<file path="config.mk">
export PLATFORM = sky130hd
export DESIGN_NAME = seg_scan_display
export DESIGN_NICKNAME = d
export VERILOG_FILES = /design/src/rtl/seg_scan_display.sv
export SDC_FILE = /design/constraint.sdc
export NUM_CORES = 1
export LEC_CHECK = 0
export CAP_MARGIN = 40
export CORE_ASPECT_RATIO = 0.75
export CORE_MARGIN = 10
export CORE_UTILIZATION = 40
export DETAILED_ROUTE_END_ITERATION = 8
export DONT_BUFFER_PORTS = 1
export REMOVE_ABC_BUFFERS = 1
export SYNTH_ARGS = -nofsm -noshare
export SYNTH_HDL_FRONTEND = slang
export SYNTH_SLANG_ARGS = --single-unit
</file>
<file path="constraint.sdc">
create_clock -name clk -period 3.3 [get_ports clk]
set_input_delay 0.99 -clock clk [delete_from_list [all_inputs] [get_ports clk]]
set_output_delay 0.99 -clock clk [all_outputs]
set_load 0.01 [all_outputs]
</file>
<file path="src/rtl/seg_scan_display.sv">
// Six-digit multiplexed common-anode 7-segment driver for the clock core.
// Snapshots the time once per frame, inserts a blank cycle between digits, and blinks edited or alerted fields.
module seg_scan_display #(
  parameter logic [15:0] SCAN_DIV  = 16'd50000,
  parameter logic [23:0] BLINK_DIV = 24'd12500000
) (
  input  logic       clk,
  input  logic       reset,
  input  logic [7:0] hour,
  input  logic [7:0] minute,
  input  logic [7:0] second,
  input  logic [1:0] mode,
  input  logic       turn,
  input  logic       alert,
  output logic [5:0] an,
  output logic [6:0] seg,
  output logic       dp
);

  logic [15:0] scan_cnt;
  logic [2:0]  idx;
  logic [23:0] blink_cnt;
  logic        blink_on;
  logic [23:0] snap;

  logic        scan_wrap;
  logic        blink_wrap;
  logic [3:0]  nib;
  logic        edit_mode;
  logic        in_blink;
  logic [5:0]  an_p0;
  logic [6:0]  seg_p0;
  logic        dp_p0;

  function automatic logic [6:0] decode(input logic [3:0] d);
    logic [6:0] s;
    case (d)
      4'd0:    s = 7'b1000000;
      4'd1:    s = 7'b1111001;
      4'd2:    s = 7'b0100100;
      4'd3:    s = 7'b0110000;
      4'd4:    s = 7'b0011001;
      4'd5:    s = 7'b0010010;
      4'd6:    s = 7'b0000010;
      4'd7:    s = 7'b1111000;
      4'd8:    s = 7'b0000000;
      4'd9:    s = 7'b0010000;
      default: s = 7'b0111111;
    endcase
    return s;
  endfunction

  assign scan_wrap  = (scan_cnt == SCAN_DIV - 16'd1);
  assign blink_wrap = (blink_cnt == BLINK_DIV - 24'd1);

  // Scan, blink and frame-snapshot state
  always_ff @(posedge clk) begin
    if (reset) begin
      scan_cnt  <= '0;
      idx       <= '0;
      blink_cnt <= '0;
      blink_on  <= 1'b1;
      snap      <= '0;
    end else begin
      scan_cnt  <= scan_wrap ? 16'd0 : scan_cnt + 16'd1;
      blink_cnt <= blink_wrap ? 24'd0 : blink_cnt + 24'd1;
      if (blink_wrap)
        blink_on <= ~blink_on;
      if (scan_wrap) begin
        idx <= (idx == 3'd5) ? 3'd0 : idx + 3'd1;
        if (idx == 3'd5)
          snap <= {hour, minute, second};
      end
    end
  end

  always_comb begin
    nib       = 4'd0;
    edit_mode = (mode == 2'd1) || (mode == 2'd2);
    in_blink  = 1'b0;
    an_p0     = 6'b111111;
    seg_p0    = 7'b1111111;
    dp_p0     = 1'b1;

    case (idx)
      3'd0:    nib = snap[23:20];
      3'd1:    nib = snap[19:16];
      3'd2:    nib = snap[15:12];
      3'd3:    nib = snap[11:8];
      3'd4:    nib = snap[7:4];
      default: nib = snap[3:0];
    endcase

    // Alert blinks every digit and takes precedence over the edit field
    if (alert)
      in_blink = 1'b1;
    else if (edit_mode)
      in_blink = turn ? (idx <= 3'd1) : ((idx == 3'd2) || (idx == 3'd3));

    seg_p0 = (!blink_on && in_blink) ? 7'b1111111 : decode(nib);

    if (scan_cnt != 16'd0) begin
      an_p0 = ~(6'b000001 << idx);
      dp_p0 = ~((blink_on && ((idx == 3'd1) || (idx == 3'd3))) ||
                ((idx == 3'd5) && (mode == 2'd2)));
    end
  end

  // Output register stage
  always_ff @(posedge clk) begin
    if (reset) begin
      an  <= 6'b111111;
      seg <= 7'b1111111;
      dp  <= 1'b1;
    end else begin
      an  <= an_p0;
      seg <= seg_p0;
      dp  <= dp_p0;
    end
  end

endmodule

</file>
; ---- Word-level counts from Yosys, hierarchy flattened
; Memories as Yosys holds them, arrays and structs flattened. A register that Yosys moved wholly into a read port is not among the register bits.
; Index checks and enable logic that the tools add are counted.
[word_totals]
elab_cells = 46
regBits = 75
mem_count = 1
out_inout_bits = 14
mem_bits_ro = 112
in_bits = 30
[mem_list]
columns = memory, depth, word_bits, rd, rd_clocked_by_memory_dff, wr, line
row1 = (name not given), 16, 7, 1, 1, 0, 37  ; case (d)
[op_classes]
n_shift = 1
reduce_logical = 15
magnitude_cmp = 1
n_mux = 5
n_eq_ne = 9
add_sub_neg = 3
n_bitwise = 4
[ops]
columns = op, count
row1 = "24-bit by 1-bit adder with 24-bit output, second input constant", 1
row2 = "24-bit equality test, second input constant", 1
row3 = 4-bit case mux with 5 select lines, 1
row4 = "16-bit by 1-bit adder with 16-bit output, second input constant", 1
row5 = "16-bit equality test, second input constant", 1
row6 = 16-bit nonzero test, 1
row7 = 2-bit OR reduction, 4
row8 = "3-bit by 2-bit equality test with 1-bit output, second input constant", 2
row9 = "3-bit equality test, second input constant", 2
row10 = 6-bit inverter, 1
row11 = "1-bit by 3-bit left shift with 6-bit output, first input constant", 1
row12 = 1-bit logical OR, 4
row13 = "3-bit by 1-bit adder with 3-bit output, second input constant", 1
row14 = "3-bit by 1-bit equality test with 1-bit output, second input constant", 1
row15 = "3-bit by 1-bit less-or-equal comparator with 1-bit output, second input constant", 1
row16 = 1-bit logical AND, 3
row17 = 3-bit logical NOT, 1
row18 = 1-bit 2-to-1 mux, 3
row19 = 3-bit 2-to-1 mux, 1
row20 = 1-bit inverter, 3
row21 = "2-bit by 1-bit equality test with 1-bit output, second input constant", 1
row22 = "2-bit equality test, second input constant", 1
row23 = 2-bit AND reduction, 1
row24 = 1-bit logical NOT, 1

; ---- Logic depth before layout (Yosys ltp)
[depth]
word_depth = 7
ltp_mapped = 13

; ---- Least setup slack after synthesis
; Ideal clock, no wire load.
[synth_path]
path_type = register -> register
from = register idx[1]
to = register seg[2]
n_path_buf = 3
arrival_ps = 2215
setup_ps = 122
period_less_slack_ps = 2337
slack_ps = 963
stages_incl_launch_ff = 13
cell_sequence = dfxtp_1 buf_4 and2_1 ha_1 clkbuf_1 inv_1 nand2_1 or2_1 clkbuf_1 nand2_1 inv_1 ha_1 a221o_1
[synth_between]
elab_chain_cells = 7
elab_cells_between_ends = 13
cone_classes = order compare (1) / eq/ne (4) / mux (4) / reduce/logical (4)
[synth_lines]
columns = item, line
row1 = from (decl), 21  ; logic [2:0] idx;
row2 = from (signal assigned), 70  ; idx <= (idx == 3'd5) ? 3'd0 : idx + 3'd1;
row3 = "parallel branches: the longest is 7 deep, another holds 3-bit by 1-bit less-or-equal comparator with 1-bit output", n/a
row4 = to (decl), 16  ; output logic [6:0] seg,
; Parallel ways; which one is timed is not known.
; A chain may end at the register's enable or synchronous reset.

; ---- Final worst setup path
; Ends and elaborated chain as after synthesis.

==> impl_metrics.tcl <==
set metrics [dict create \
    die_h_um 103 \
    portBuffers 0 \
    finalPower_uw 1970 \
    syn_inst 403 \
    cts_hold_buffers 0 \
    drv_cap 0 \
    synth.area.top_cells "dfxtp_1 (45%), nor2_1 (8.1%), mux2i_1 (6.9%)" \
    wl_per_cell_um 14.8 \
    yosysUniqueCellTypes 53 \
    hold_class "reg2reg" \
    cts-resized-gates 0 \
    holdWs_ns 0.454 \
    crit_required_ns 3.53 \
    cp.arrival_ns 2.88 \
    preCtsSetupSlack_ns 0.716 \
    hold_viol_final 0 \
    p_sw_uw 428 \
    async_flop_share 0 \
    dpl.hpwl_mm 5.58 \
    setup-violations-final 0 \
    slew_headroom 0.506 \
    yosysSeqAreaShare 0.450 \
    yosys.cell_count.top_type "dfxtp_1" \
    pwr-share-seq 0.513 \
    multi_input_area_um2 1850 \
    synth_top_area_frac 0.450 \
    die_w_um 130 \
    cts_buffer_depth 2 \
    cts_tree "built" \
    fin_util 0.444 \
    critPathLaunchType "flip-flop" \
    syn_avg_cell_area_um2 9.05 \
    clk_pin_slew_ns 0.06 \
    drt_iter0_drc 145 \
    remaining_drc_errors 0 \
    initial_core_util 0.407 \
    internal_power_uw 1550 \
    io_pins 44 \
    swShare 0.217 \
    viasPerCell 5.17 \
    num_rows 30 \
    rsz0062_at_grt "false" \
    vias 2670 \
    synthTopCellsByCount "dfxtp_1 (82), nor2_1 (79), mux2i_1 (25)" \
    yosys_warnings 0 \
    grt_pass1_vias 2582 \
    clkPwrFrac 0.468 \
    post_cts_buffers 0 \
    htreeDepth 3 \
    leakagePower_uw 0.00160 \
    final_nets 437 \
    cts_made_buffers 9 \
    ys.flop_type "dfxtp_1" \
    finalCritPeriodShare 0.804 \
    dieArea_um2 13400 \
    n_antenna_cell 0 \
    synth_area_um2 3650 \
    gp_congestion 0.815 \
    ys_ff_latch 82 \
    clock-sinks 82 \
    p_comb_frac 0.020 \
    antenna_found_initial 0 \
    drt-pass1-iter-count 5 \
    tightest_slew_ns 0.742 \
    grt_pass1_wl_mm 12.8 \
    period_needed_ns 2.65 \
    regArea_um2 1640 \
    area_delta_synth_final_pct 9.19 \
    yosysTopAreaCell "dfxtp_1" \
    outcome "complete, no violations" \
    finalWorstSetupSlack_ns 0.646 \
    synth_edf_count 0 \
    grt_max_degree 34 \
    irDropWorstVdd_uv 289 \
    routed_wl_mm 7.64 \
    clk-insertion-delay-late_ns 0.34 \
    core_um2 8970 \
    postRouteAntennaNets 0 \
    fin_setup_tns_ns 0 \
    fillers 892 \
    grt_usage 0.122 \
    clock_skew_ns 0.00498 \
    max_freq_mhz 377 \
    p_per_area_nw_per_um2 496 \
    crit_path_end_kind "flip-flop" \
    drive_gt1_frac 0.0545 \
    crit_fanout 14 \
    cts.root.buffer_cell "clkbuf_16" \
    slew_viol_final 0 \
    grt-ovfl-total 0 \
    path_class "reg2reg" \
]
## per-layer routing
metal  track usage  routed length, um  vias up
met3        0.0570                545       12
met1         0.157               3850     1228
met2         0.175               3160       47
met4        0.0414                 86        0
met5             0                  0        -
li1              -                  -     1383
## critical path: stages (launching register included)
cell,delay (ns)
dfxtp_1,0.63
and2_1,0.21
ha_1,0.35
inv_1,0.13
nand2_1,0.16
o211ai_1,0.29
nand2_1,0.18
inv_1,0.07
ha_1,0.20
a221o_1,0.31
## logic make-up after synthesis
| group | share of synthesized area |
|---|---|
| and+or+nand+nor | 0.234 |
| muxes | 0.0779 |
| buffers and inverters | 0.0422 |
| AOI/OAI and AO/OA | 0.0762 |
| adders and majority gates | 0.0305 |
| DFF | 0.450 |
| xor gates and xnor gates | 0.0889 |
## area by class of cell
cell class / instances / area share
clock buffer: 12 / 0.0619
clock inverter: 4 / 0.00691
inverter: 18 / 0.0170
multi-input combinational: 287 / 0.465
sequential: 82 / 0.412
tap: 112 / 0.0352
timing repair buffer: 1 / 0.00189
## power groups by stage
stage | clock network, uW | logic [uW] | registers (uW)
floorplan | 0 | 31.0 | 1030
global placement | 0 | 38.5 | 1030
detailed placement | 0 | 39.1 | 1030
CTS | 948 | 39.3 | 1010
global route | 992 | 45.5 | 1010
finish | 923 | 38.8 | 1010
## cell usage in the layout (no fill, tap or decap), types with 7 or more instances in the layout
master      n
and4_1      7
clkbuf_16   9
dfxtp_1    82
ha_1        8
inv_1      17
mux2i_1    25
nand2_1    24
nand3_1    16
nand4_1     9
nor2_1     79
nor3_1      9
xnor2_1    21
xor2_1     16
## registers in the layout, summed over array words and instances, names as in the netlist
| register | flops |
|---|---|
| blink_cnt | 24 |
| snap | 24 |
| scan_cnt | 16 |
| seg | 7 |
| an | 6 |
| idx | 3 |
| blink_on | 1 |
| dp | 1 |
## final timing paths
check        cells after the start  slack, ns                     end                    from
max                              9       0.65       seg[2]$_SDFF_PP1_     idx[1]$_SDFFE_PP0N_
min                              1       0.45  scan_cnt[0]$_SDFF_PP0_  scan_cnt[0]$_SDFF_PP0_
max reg2reg                      9       0.65       seg[2]$_SDFF_PP1_     idx[1]$_SDFFE_PP0N_
min reg2reg                      1       0.45  scan_cnt[0]$_SDFF_PP0_  scan_cnt[0]$_SDFF_PP0_
## metrics by stage
step                std cells  area (um2)
floorplan                 387        3560
global placement          500        3710
detailed placement        500        3710
CTS                       516        3980
global route              516        3980
finish                    516        3980
No activity file was read; power rests on OpenSTA's default activity.
